File: config.mk
export PLATFORM = sky130hd
export DESIGN_NAME = vga_sync_rx_flat
export DESIGN_NICKNAME = d
export VERILOG_FILES = /design/src/rtl/vga_sync_rx_if.sv /design/src/rtl/vga_sync_rx.sv /design/src/flat_wrapper.sv
export SDC_FILE = /design/constraint.sdc
export NUM_CORES = 1
export LEC_CHECK = 0
export CORE_ASPECT_RATIO = 0.75
export CORE_MARGIN = 3
export CORE_UTILIZATION = 50
export DETAILED_ROUTE_END_ITERATION = 8
export PLACE_DENSITY_LB_ADDON = 0.3
export SYNTH_ARGS = -nofsm -noshare
export SYNTH_HDL_FRONTEND = slang
export SYNTH_SLANG_ARGS = --single-unit
File: constraint.sdc
create_clock -name clk -period 3.09 [get_ports clk]
set_input_delay 0.7725 -clock clk [delete_from_list [all_inputs] [get_ports clk]]
set_output_delay 0.7725 -clock clk [all_outputs]
set_load 0.02 [all_outputs]
File: src/rtl/vga_sync_rx_if.sv
// Sync bundle between a VGA timing source and the sync receiver: hsync/vsync in,
// recovered raster and lock status out.
interface vga_sync_rx_if;
  logic        hsync;
  logic        vsync;
  logic        de;
  logic [11:0] x_pos;
  logic [11:0] y_pos;
  logic        locked;
  logic        frame_start;
  logic [11:0] line_len;
  logic [11:0] frame_lines;
  logic        err;
  logic [7:0]  err_cnt;

  modport master (
    output hsync,
    output vsync,
    input  de,
    input  x_pos,
    input  y_pos,
    input  locked,
    input  frame_start,
    input  line_len,
    input  frame_lines,
    input  err,
    input  err_cnt
  );

  modport slave (
    input  hsync,
    input  vsync,
    output de,
    output x_pos,
    output y_pos,
    output locked,
    output frame_start,
    output line_len,
    output frame_lines,
    output err,
    output err_cnt
  );
endinterface

File: src/rtl/vga_sync_rx.sv
// VGA sync receiver: measures line/frame periods against the expected mode, tracks lock and
// recovers the active-area data enable with pixel/line coordinates.
module vga_sync_rx #(
  parameter int unsigned H_TOTAL     = 1040,
  parameter int unsigned V_TOTAL     = 666,
  parameter int unsigned H_ACT_START = 187,
  parameter int unsigned H_ACT       = 800,
  parameter int unsigned V_ACT_START = 31,
  parameter int unsigned V_ACT       = 600
) (
  input logic          clk,
  input logic          rst,
  vga_sync_rx_if.slave bus_io
);

  localparam logic [11:0] HTotal    = 12'(H_TOTAL);
  localparam logic [11:0] VTotal    = 12'(V_TOTAL);
  localparam logic [11:0] HActStart = 12'(H_ACT_START);
  localparam logic [11:0] HActEnd   = 12'(H_ACT_START + H_ACT);
  localparam logic [11:0] VActStart = 12'(V_ACT_START);
  localparam logic [11:0] VActEnd   = 12'(V_ACT_START + V_ACT);
  localparam logic [11:0] CntMax    = 12'hfff;

  typedef enum logic [1:0] {StSearch, StTrack, StLocked} state_e;

  state_e      state_q, state_d;
  logic        bad_q, bad_d;
  logic        hs_q, vs_q;
  logic [11:0] h_cnt_q, h_cnt_d;
  logic [11:0] v_cnt_q, v_cnt_d;
  logic        vs_pend_q, vs_pend_d;
  logic [11:0] line_len_q, line_len_d;
  logic [11:0] frame_lines_q, frame_lines_d;
  logic        fs_q;
  logic        err_q, err_d;
  logic [7:0]  err_cnt_q, err_cnt_d;
  logic        de_q, de_d;
  logic [11:0] x_q, x_d;
  logic [11:0] y_q, y_d;

  logic        hs_fall, vs_fall, fs_ev;
  logic        line_err, frame_err, any_err;
  logic [11:0] h_inc, v_inc;
  logic        h_in_win, v_in_win;

  assign hs_fall = hs_q & ~bus_io.hsync;
  assign vs_fall = vs_q & ~bus_io.vsync;
  // A vsync edge landing on the same clock as the hsync edge starts the frame immediately.
  assign fs_ev   = hs_fall & (vs_pend_q | vs_fall);

  assign h_inc = h_cnt_q + 12'd1;
  assign v_inc = v_cnt_q + 12'd1;

  // Counters only pass the expected total once per line/frame, so the timeout fires once.
  assign line_err  = hs_fall ? (h_inc != HTotal) : (h_cnt_q == HTotal);
  assign frame_err = fs_ev ? (v_inc != VTotal) : (v_cnt_q == VTotal);
  assign any_err   = line_err | frame_err;

  assign h_in_win = (h_cnt_q >= HActStart) && (h_cnt_q < HActEnd);
  assign v_in_win = (v_cnt_q >= VActStart) && (v_cnt_q < VActEnd);

  // Line/frame measurement.
  always_comb begin
    h_cnt_d       = h_cnt_q;
    v_cnt_d       = v_cnt_q;
    line_len_d    = line_len_q;
    frame_lines_d = frame_lines_q;
    vs_pend_d     = vs_pend_q | vs_fall;

    if (hs_fall) begin
      h_cnt_d    = 12'd0;
      line_len_d = h_inc;
    end else if (h_cnt_q != CntMax) begin
      h_cnt_d = h_inc;
    end

    if (fs_ev) begin
      frame_lines_d = v_inc;
      v_cnt_d       = 12'd0;
      vs_pend_d     = 1'b0;
    end else if (hs_fall && (v_cnt_q != CntMax)) begin
      v_cnt_d = v_inc;
    end
  end

  // Lock FSM next state.
  always_comb begin
    state_d = state_q;
    bad_d   = bad_q;
    unique case (state_q)
      StSearch: begin
        if (fs_ev) begin
          state_d = StTrack;
          bad_d   = 1'b0;
        end
      end
      StTrack: begin
        if (fs_ev) begin
          bad_d = 1'b0;
          if (!bad_q && !any_err) begin
            state_d = StLocked;
          end
        end else if (any_err) begin
          bad_d = 1'b1;
        end
      end
      StLocked: begin
        if (any_err) begin
          state_d = StSearch;
        end
      end
      default: state_d = StSearch;
    endcase
  end

  // Lock FSM outputs; de follows the next state so it drops together with locked.
  always_comb begin
    err_d     = (state_q == StLocked) && any_err;
    err_cnt_d = err_cnt_q;
    if (err_d && (err_cnt_q != 8'hff)) begin
      err_cnt_d = err_cnt_q + 8'd1;
    end
    de_d = (state_d == StLocked) && h_in_win && v_in_win;
    x_d  = de_d ? (h_cnt_q - HActStart) : 12'd0;
    y_d  = de_d ? (v_cnt_q - VActStart) : 12'd0;
  end

  always_ff @(posedge clk or posedge rst) begin
    if (rst) begin
      state_q <= StSearch;
      bad_q   <= 1'b0;
    end else begin
      state_q <= state_d;
      bad_q   <= bad_d;
    end
  end

  always_ff @(posedge clk or posedge rst) begin
    if (rst) begin
      hs_q          <= 1'b1;
      vs_q          <= 1'b1;
      h_cnt_q       <= 12'd0;
      v_cnt_q       <= 12'd0;
      vs_pend_q     <= 1'b0;
      line_len_q    <= 12'd0;
      frame_lines_q <= 12'd0;
      fs_q          <= 1'b0;
      err_q         <= 1'b0;
      err_cnt_q     <= 8'd0;
      de_q          <= 1'b0;
      x_q           <= 12'd0;
      y_q           <= 12'd0;
    end else begin
      hs_q          <= bus_io.hsync;
      vs_q          <= bus_io.vsync;
      h_cnt_q       <= h_cnt_d;
      v_cnt_q       <= v_cnt_d;
      vs_pend_q     <= vs_pend_d;
      line_len_q    <= line_len_d;
      frame_lines_q <= frame_lines_d;
      fs_q          <= fs_ev;
      err_q         <= err_d;
      err_cnt_q     <= err_cnt_d;
      de_q          <= de_d;
      x_q           <= x_d;
      y_q           <= y_d;
    end
  end

  assign bus_io.de          = de_q;
  assign bus_io.x_pos       = x_q;
  assign bus_io.y_pos       = y_q;
  assign bus_io.locked      = (state_q == StLocked);
  assign bus_io.frame_start = fs_q;
  assign bus_io.line_len    = line_len_q;
  assign bus_io.frame_lines = frame_lines_q;
  assign bus_io.err         = err_q;
  assign bus_io.err_cnt     = err_cnt_q;

endmodule
File: src/flat_wrapper.sv
// flat-port wrapper written by rule: the top's interface ports become plain ports
module vga_sync_rx_flat 
#(
  parameter int unsigned H_TOTAL     = 1040,
  parameter int unsigned V_TOTAL     = 666,
  parameter int unsigned H_ACT_START = 187,
  parameter int unsigned H_ACT       = 800,
  parameter int unsigned V_ACT_START = 31,
  parameter int unsigned V_ACT       = 600
)
  (clk, rst, bus_io_hsync, bus_io_vsync, bus_io_de, bus_io_x_pos, bus_io_y_pos, bus_io_locked, bus_io_frame_start, bus_io_line_len, bus_io_frame_lines, bus_io_err, bus_io_err_cnt);
  vga_sync_rx_if bus_io_i ();
  input logic clk;
  input logic rst;
  input wire logic [$bits(bus_io_i.hsync)-1:0] bus_io_hsync;
  input wire logic [$bits(bus_io_i.vsync)-1:0] bus_io_vsync;
  output wire logic [$bits(bus_io_i.de)-1:0] bus_io_de;
  output wire logic [$bits(bus_io_i.x_pos)-1:0] bus_io_x_pos;
  output wire logic [$bits(bus_io_i.y_pos)-1:0] bus_io_y_pos;
  output wire logic [$bits(bus_io_i.locked)-1:0] bus_io_locked;
  output wire logic [$bits(bus_io_i.frame_start)-1:0] bus_io_frame_start;
  output wire logic [$bits(bus_io_i.line_len)-1:0] bus_io_line_len;
  output wire logic [$bits(bus_io_i.frame_lines)-1:0] bus_io_frame_lines;
  output wire logic [$bits(bus_io_i.err)-1:0] bus_io_err;
  output wire logic [$bits(bus_io_i.err_cnt)-1:0] bus_io_err_cnt;
  assign bus_io_i.hsync = bus_io_hsync;
  assign bus_io_i.vsync = bus_io_vsync;
  assign bus_io_de = bus_io_i.de;
  assign bus_io_x_pos = bus_io_i.x_pos;
  assign bus_io_y_pos = bus_io_i.y_pos;
  assign bus_io_locked = bus_io_i.locked;
  assign bus_io_frame_start = bus_io_i.frame_start;
  assign bus_io_line_len = bus_io_i.line_len;
  assign bus_io_frame_lines = bus_io_i.frame_lines;
  assign bus_io_err = bus_io_i.err;
  assign bus_io_err_cnt = bus_io_i.err_cnt;
  vga_sync_rx #(.H_TOTAL(H_TOTAL), .V_TOTAL(V_TOTAL), .H_ACT_START(H_ACT_START), .H_ACT(H_ACT), .V_ACT_START(V_ACT_START), .V_ACT(V_ACT)) u_core (.clk(clk), .rst(rst), .bus_io(bus_io_i));
endmodule
# Word-level counts from Yosys, hierarchy flattened
# Cells that the tools add are included.
[totals] rom_bits=0 output_inout_bits=60 memories=0 mem_bits_rw=0 latchBits=0 register_bits=89
[classes] n_eq_ne=12 mux=18 n_mul=0 n_div=0 reduce_logical=15 n_bitwise=7 shifts=0 order_cmp=4 add_sub_neg=5
[op_table] operator="two-way mux 12 bit" n=6
[op_table] operator="adder 12 x 1 -> 12 bit (second input constant)" n=2
[op_table] operator="less-than comparator 12 x 10 -> 1 bit (second input constant)" n=2
[op_table] operator="inequality test 12 bit (second input constant)" n=2
[op_table] operator="equality test 12 x 10 -> 1 bit (second input constant)" n=1
[op_table] operator="equality test 12 x 11 -> 1 bit (second input constant)" n=1
[op_table] operator="greater-or-equal comparator 12 x 5 -> 1 bit (second input constant)" n=1
[op_table] operator="greater-or-equal comparator 12 x 8 -> 1 bit (second input constant)" n=1
[op_table] operator="inequality test 12 x 10 -> 1 bit (second input constant)" n=1
[op_table] operator="inequality test 12 x 11 -> 1 bit (second input constant)" n=1
[op_table] operator="subtractor 12 x 5 -> 12 bit (second input constant)" n=1
[op_table] operator="subtractor 12 x 8 -> 12 bit (second input constant)" n=1
[op_table] operator="adder 8 x 1 -> 8 bit (second input constant)" n=1
[op_table] operator="logical AND 1 bit" n=8
[op_table] operator="two-way mux 2 bit" n=4
[op_table] operator="inequality test 8 bit (second input constant)" n=1
[op_table] operator="two-way mux 1 bit" n=6
[op_table] operator="case mux 2 bit (3 select lines)" n=1
[op_table] operator="nonzero test 2 bit" n=3
[op_table] operator="equality test 2 bit (second input constant)" n=2
[op_table] operator="bitwise AND 1 bit" n=3
[op_table] operator="inequality test 3 x 1 -> 1 bit (second input constant)" n=1
[op_table] operator="AND reduction 3 bit" n=1
[op_table] operator="equality test 2 x 1 -> 1 bit (second input constant)" n=1
[op_table] operator="6 further kinds" n=9

# Depth between registers and ports, before layout
[logic_depth] depth_word=15 mapped_depth=12

# Worst setup path after synthesis
# OpenSTA, ideal clock, no wires.
[synth_path] path_kind="reg-to-reg" from="register u_core.v_cnt_q[1]" to="register u_core.err_cnt_q[6] (netlist: u_core.bus_io.err_cnt[6])" period_less_slack_ns=2.495 setup_ns=0.125 slack_ns=0.595 n_path_buf=3 stages_incl_launch_ff=12 arrival_time_ns=2.370 cell_sequence="dfrtp_1 -> ha_1 -> buf_2 -> and3_1 -> buf_6 -> nand3_1 -> nor4_1 -> a211oi_1 -> nor4_4 -> buf_6 -> nor3_2 -> mux2_4"
[synth_via] elab_chain_cells=6
[synth_lines] item="start: declaration" line="vga_sync_rx.sv:30" rtl="logic [11:0] v_cnt_q, v_cnt_d;"
[synth_lines] item="start signal: assignment" line="vga_sync_rx.sv:157" rtl="v_cnt_q <= v_cnt_d;"
[synth_lines] item="adder 12 x 1 -> 12 bit" line="vga_sync_rx.sv:52" rtl="assign v_inc = v_cnt_q + 12'd1;"
[synth_lines] item="inequality test 12 x 10 -> 1 bit" line="vga_sync_rx.sv:56" rtl="assign frame_err = fs_ev ? (v_inc != VTotal) : (v_cnt_q == VTotal);"
[synth_lines] item="two-way mux 1 bit *" line="vga_sync_rx.sv:56"
[synth_lines] item="OR 1 bit *" line="vga_sync_rx.sv:57" rtl="assign any_err = line_err | frame_err;"
[synth_lines] item="logical AND 1 bit *" line="vga_sync_rx.sv:118" rtl="err_d = (state_q == StLocked) && any_err;"
[synth_lines] item="logical AND 1 bit *" line="vga_sync_rx.sv:120" rtl="if (err_d && (err_cnt_q != 8'hff)) begin"
[synth_lines] item="end signal: assignment" line="vga_sync_rx.sv:163" rtl="err_cnt_q <= err_cnt_d;"
[synth_lines] item="end: declaration" line="vga_sync_rx.sv:36" rtl="logic [7:0] err_cnt_q, err_cnt_d;"
# Mark *: on every way between the ends. The rest lies on a longest branch, timed or not.
# A chain may end at the register's enable or synchronous reset.

# Worst setup path after layout
[layout_path] from="register u_core.h_cnt_q[0]" to="register u_core.err_cnt_q[5] (netlist: u_core.bus_io.err_cnt[5])"
[layout_via] elab_chain_cells=6
[layout_lines] item="start: declaration" line="vga_sync_rx.sv:29" rtl="logic [11:0] h_cnt_q, h_cnt_d;"
[layout_lines] item="start signal: assignment" line="vga_sync_rx.sv:156" rtl="h_cnt_q <= h_cnt_d;"
[layout_lines] item="adder 12 x 1 -> 12 bit" line="vga_sync_rx.sv:51" rtl="assign h_inc = h_cnt_q + 12'd1;"
[layout_lines] item="net u_core.h_inc[0]" line="vga_sync_rx.sv:43" rtl="logic [11:0] h_inc, v_inc;"
[layout_lines] item="inequality test 12 x 11 -> 1 bit" line="vga_sync_rx.sv:55" rtl="assign line_err = hs_fall ? (h_inc != HTotal) : (h_cnt_q == HTotal);"
[layout_lines] item="two-way mux 1 bit" line="vga_sync_rx.sv:55"
[layout_lines] item="OR 1 bit" line="vga_sync_rx.sv:57"
[layout_lines] item="logical AND 1 bit" line="vga_sync_rx.sv:118"
[layout_lines] item="logical AND 1 bit" line="vga_sync_rx.sv:120"
# The timed path passes the listed nets, and every way through them passes these cells.

==> metrics.txt <==
# TYPE chip_impl_metric gauge
chip_impl_metric{name="effective_utilization_at_floorplan",unit="%"} 52.8
chip_impl_metric{name="pwr_density_cell",unit="nW/um^2"} 534
chip_impl_info{name="worst_setup_path_startpoint",value="u_core.h_cnt_q[0]$_DFFE_PP0P_"} 1
chip_impl_metric{name="post_syn_instances",unit=""} 458
chip_impl_metric{name="numPortBuffers",unit=""} 63
chip_impl_metric{name="clock_path_buffers",unit=""} 2
chip_impl_metric{name="critPathBufInv",unit=""} 2
chip_impl_metric{name="hold_path_depth",unit=""} 2
chip_impl_metric{name="synth.distinct_cells",unit=""} 69
chip_impl_metric{name="flop_and_latch_count_out_of_synthesis",unit=""} 89
chip_impl_metric{name="htree_depth",unit=""} 3
chip_impl_info{name="holdCritPathClass",value="register to register"} 1
chip_impl_metric{name="timing_worst_slew_pin_value",unit="ns"} 0.739
chip_impl_metric{name="num-nets-final",unit=""} 536
chip_impl_metric{name="detailroute.via_count",unit=""} 3521
chip_impl_metric{name="grt_max_degree",unit=""} 51
chip_impl_metric{name="fp-row-count",unit=""} 29
chip_impl_metric{name="power_leakage",unit="nW"} 2.38
chip_impl_metric{name="boundaryPins",unit=""} 64
chip_impl_metric{name="design.die.area",unit="sq um"} 10400
chip_impl_info{name="critical_path.top_delay_family",value="simple AND/OR/NAND/NOR gates"} 1
chip_impl_metric{name="maxClockFrequency",unit="GHz"} 0.364
chip_impl_metric{name="fill_cells",unit=""} 743
chip_impl_metric{name="violation_count_after_the_first_detailed_route_iteration",unit=""} 428
chip_impl_metric{name="grt_pass1_vias",unit=""} 3422
chip_impl_metric{name="global_route_usage_over_all_layers",unit="%"} 21.2
chip_impl_metric{name="worst_setup_slack_for_register_to_register_paths",unit="ns"} 0.34
chip_impl_metric{name="number_of_maximum_capacitance_constraint_violations",unit=""} 0
chip_impl_info{name="rr_startpoint",value="u_core.h_cnt_q[0]$_DFFE_PP0P_"} 1
chip_impl_info{name="timing.critical_path.cells",value="inv_1 -> ha_1 -> nor4b_1 -> nand2_1 -> or4_1 -> o2111ai_2 -> nor4_4 -> buf_4 -> or3_1 -> xnor2_1"} 1
chip_impl_metric{name="synth_largest_type_area_fraction",unit="%"} 47.3
chip_impl_metric{name="average_cell_area_after_synthesis",unit="sq um"} 10.0
chip_impl_metric{name="final_period_minus_worst_setup_slack",unit="ns"} 2.75
chip_impl_info{name="outcome",value="finished clean"} 1
chip_impl_metric{name="n_antenna_cell",unit=""} 0
chip_impl_metric{name="grt.overflow.total",unit=""} 0
chip_impl_metric{name="post_cts_hold_buffer_count",unit=""} 0
chip_impl_metric{name="cts_buffers",unit=""} 9
chip_impl_metric{name="avgRoutedWirePerCell",unit="um"} 16.1
chip_impl_metric{name="post-route-util",unit="%"} 64.3
chip_impl_metric{name="dp.final_hpwl",unit="mm"} 7.62
chip_impl_info{name="clock-root-buffer",value="sky130_fd_sc_hd__clkbuf_16"} 1
chip_impl_metric{name="setup_tns",unit="ns"} 0
chip_impl_metric{name="dpl_cell_area",unit="sq um"} 5310
chip_impl_info{name="timing.hold.worst.start",value="u_core.bus_io.line_len[2]$_DFFE_PP0P_"} 1
chip_impl_metric{name="mean_number_of_vias_per_cell",unit=""} 5.53
chip_impl_metric{name="antenna_violations_before_repair",unit=""} 0
chip_impl_metric{name="finalSetupViolations",unit=""} 0
chip_impl_metric{name="clock_latency_reported_for_the_late_side_of_the_worst_skew_pair",unit="ns"} 0.34
chip_impl_info{name="timing.setup.critical_path_class",value="register to register"} 1
chip_impl_metric{name="syn2layout_area_growth",unit="%"} 21.9
chip_impl_metric{name="syn-cell-area",unit="sq um"} 4600
chip_impl_info{name="regToRegEndpoint",value="u_core.bus_io.err_cnt[5]$_DFFE_PP0P_"} 1
chip_impl_metric{name="drt_drc_violations_left",unit=""} 0
chip_impl_info{name="critical_path.slowest_cell",value="sky130_fd_sc_hd__or4_1"} 1
chip_impl_metric{name="clkTransAtPathRegs",unit="ns"} 0.07
chip_impl_metric{name="clock-skew-final",unit="ns"} 0.00677
chip_impl_metric{name="final_max_slew_viol_count",unit=""} 0
chip_impl_metric{name="finalHoldViolations",unit=""} 0
chip_impl_metric{name="async_set_or_reset_flop_fraction_in_the_synthesized_netlist",unit="%"} 100
chip_impl_info{name="min_delay_worst_endpoint",value="u_core.bus_io.line_len[2]$_DFFE_PP0P_"} 1
chip_impl_metric{name="drt-pass1-iter-count",unit=""} 5
chip_impl_metric{name="routed_wl",unit="mm"} 10.3
chip_impl_metric{name="crit_path_max_fanout",unit=""} 8
chip_impl_metric{name="number_of_nets_with_antenna_violations_after_routing",unit=""} 0
chip_impl_info{name="cp-start-kind",value="register"} 1
chip_impl_info{name="cts_tree",value="done"} 1
chip_impl_info{name="rsz0062_at_grt",value="false"} 1
chip_impl_metric{name="die_width",unit="um"} 117
chip_impl_metric{name="worst_r2r_path_depth",unit=""} 10
chip_impl_metric{name="worst_ep_required_time",unit="ns"} 3.31
chip_impl_metric{name="timing.critical_path.depth",unit=""} 10
chip_impl_metric{name="synth-edff-count",unit=""} 0
chip_impl_metric{name="final_design_area_no_fill",unit="sq um"} 5600
chip_impl_metric{name="cp_slowest_stage_delay",unit="ns"} 0.53
chip_impl_info{name="cell_types_with_the_largest_area_share_after_synthesis",value="sky130_fd_sc_hd__dfrtp_1, sky130_fd_sc_hd__o21ai_0, sky130_fd_sc_hd__xnor2_1"} 1
chip_impl_info{name="synth.largest_area_cell",value="sky130_fd_sc_hd__dfrtp_1"} 1
chip_impl_metric{name="post_cts_buffers",unit=""} 0
chip_impl_metric{name="synth-warning-count",unit=""} 0
chip_impl_metric{name="cts.sink_count",unit=""} 89
chip_impl_metric{name="crit_arrival",unit="ns"} 2.97
chip_impl_metric{name="design.core.area",unit="sq um"} 8710
chip_impl_metric{name="fp.dieH",unit="um"} 89.1
chip_impl_metric{name="peakVddDrop",unit="mV"} 0.412
chip_impl_metric{name="ys_seq_area_share",unit="%"} 48.5
chip_impl_metric{name="grt_first_pass_wirelength",unit="mm"} 17.1
chip_impl_metric{name="final_min_period_over_clock_period",unit="%"} 89.0
chip_impl_metric{name="post_route_cells_drive_above_1_share",unit="%"} 16.3
chip_impl_metric{name="layout.area.seq",unit="sq um"} 2230
chip_impl_info{name="worst_setup_path_end_kind",value="register"} 1
chip_impl_metric{name="gp_congestion",unit=""} 0.950
chip_impl_info{name="synth-main-ff-cell",value="sky130_fd_sc_hd__dfrtp_1"} 1
chip_impl_metric{name="cts.repair.resized",unit=""} 0
chip_impl_metric{name="slew_headroom",unit="%"} 50.0
chip_impl_metric{name="multi_input_area",unit="sq um"} 2030
## cells by family (layout without fill, tap and decap cells)
group / Yosys count / after routing / share of synthesized area [%]
fa+ha+maj: 8 / 8 / 2.18
simple gates: 179 / 179 / 21.9
flops: 89 / 89 / 48.5
xor+xnor: 39 / 39 / 7.43
buf+inv: 50 / 120 / 7.37
other cells: 1 / 2 / 0.0816
compound gates: 88 / 88 / 11.6
mux: 4 / 4 / 1.01
## final cells by class
| cell class | instances | share of cell area, % |
|---|---|---|
| tap | 108 | 2.41 |
| clock inverter | 7 | 1.21 |
| timing repair buffer | 90 | 15.3 |
| inverter | 14 | 0.960 |
| multi-input combinational | 320 | 36.3 |
| sequential | 89 | 39.8 |
| clock buffer | 9 | 4.02 |
## placed cells by master, fill, tap and decap left out, types with 3 or more instances in the layout
cell type	count
sky130_fd_sc_hd__inv_6	4
sky130_fd_sc_hd__clkbuf_16	9
sky130_fd_sc_hd__a21oi_1	18
sky130_fd_sc_hd__nor2_1	36
sky130_fd_sc_hd__nor2_2	12
sky130_fd_sc_hd__dfrtp_1	87
sky130_fd_sc_hd__a211oi_1	3
sky130_fd_sc_hd__xor2_1	17
sky130_fd_sc_hd__ha_1	8
sky130_fd_sc_hd__or3_1	4
sky130_fd_sc_hd__nor3_2	3
sky130_fd_sc_hd__buf_4	25
sky130_fd_sc_hd__inv_1	12
sky130_fd_sc_hd__nand2b_1	4
sky130_fd_sc_hd__a31o_2	3
sky130_fd_sc_hd__nand3_1	15
sky130_fd_sc_hd__and3_2	3
sky130_fd_sc_hd__nor3_1	9
sky130_fd_sc_hd__nand4_1	8
sky130_fd_sc_hd__nand2_1	44
sky130_fd_sc_hd__nor4_1	5
sky130_fd_sc_hd__clkdlybuf4s50_1	63
sky130_fd_sc_hd__nand4b_1	3
sky130_fd_sc_hd__and3_1	8
sky130_fd_sc_hd__xnor2_1	22
sky130_fd_sc_hd__o21ai_0	42
sky130_fd_sc_hd__o31ai_1	7
## cells in the mapped netlist, drive strengths merged (3+ instances only)
cell	number
a211oi	3
nand4	10
xor2	17
nor4	7
a31o	3
and3	11
buf	18
xnor2	22
nand2b	4
o31ai	7
clkbuf	17
nor2	48
a21oi	18
ha	8
inv	14
nand4b	3
nand3	16
nor3	12
or2b	3
and2	4
nand2	44
or3	4
o21ai	43
dfrtp	87
## where the power goes
group / switching, W / internal [W]
clock network: 0.000502 / 0.000565
logic: 0.000325 / 0.000243
registers: 0.0000997 / 0.00126
total: 0.000926 / 0.00207
## metal layers
| layer | vias up | wire, um | global-route usage (%) |
|---|---|---|---|
| li1 | 1701 | - | - |
| met1 | 1668 | 5040 | 31.8 |
| met2 | 146 | 4450 | 30.8 |
| met3 | 6 | 736 | 5.62 |
| met4 | 0 | 48 | 5.21 |
| met5 | - | 0 | 0 |
## flip-flops by register name, indices dropped and copies added (netlist names)
signal / count
u_core.hs_q: 1
u_core.bus_io.line_len: 12
u_core.bus_io.frame_start: 1
u_core.vs_pend_q: 1
u_core.vs_q: 1
u_core.state_q: 2
u_core.bus_io.err_cnt: 8
u_core.h_cnt_q: 12
u_core.bus_io.frame_lines: 12
u_core.bad_q: 1
u_core.bus_io.y_pos: 12
u_core.v_cnt_q: 12
u_core.bus_io.err: 1
u_core.bus_io.x_pos: 12
u_core.bus_io.de: 1
## per-stage QoR
stage	hold slack (ns)	total power, W	instances	setup slack (ns)
detailed placement	0.465	0.00195	621	0.0417
global route	0.500	0.00314	637	0.122
finish	0.477	0.00299	637	0.340
global placement	0.464	0.00193	621	0.128
floorplan	0.454	0.00172	459	0.0139
CTS	0.482	0.00301	637	0.345
## worst max-delay path by stage
stage          slack, ns                                    to
3_3_place_gp        0.13  u_core.bus_io.err_cnt[5]$_DFFE_PP0P_
5_1_grt             0.12      u_core.bus_io.y_pos[5]$_DFF_PP0_
4_1_cts             0.35      u_core.bus_io.y_pos[5]$_DFF_PP0_
6_report            0.34  u_core.bus_io.err_cnt[5]$_DFFE_PP0P_
2_1_floorplan       0.01              u_core.bad_q$_DFFE_PP0P_
3_5_place_dp        0.04      u_core.bus_io.y_pos[5]$_DFF_PP0_
## tightest hold or removal path, cell delays in order (launching register included)
cell and delay [ns]:
sky130_fd_sc_hd__dfrtp_1 0.34, sky130_fd_sc_hd__nand2_1 0.05, sky130_fd_sc_hd__nand2_1 0.05
Note: power is estimated with default switching activity, not from simulation.
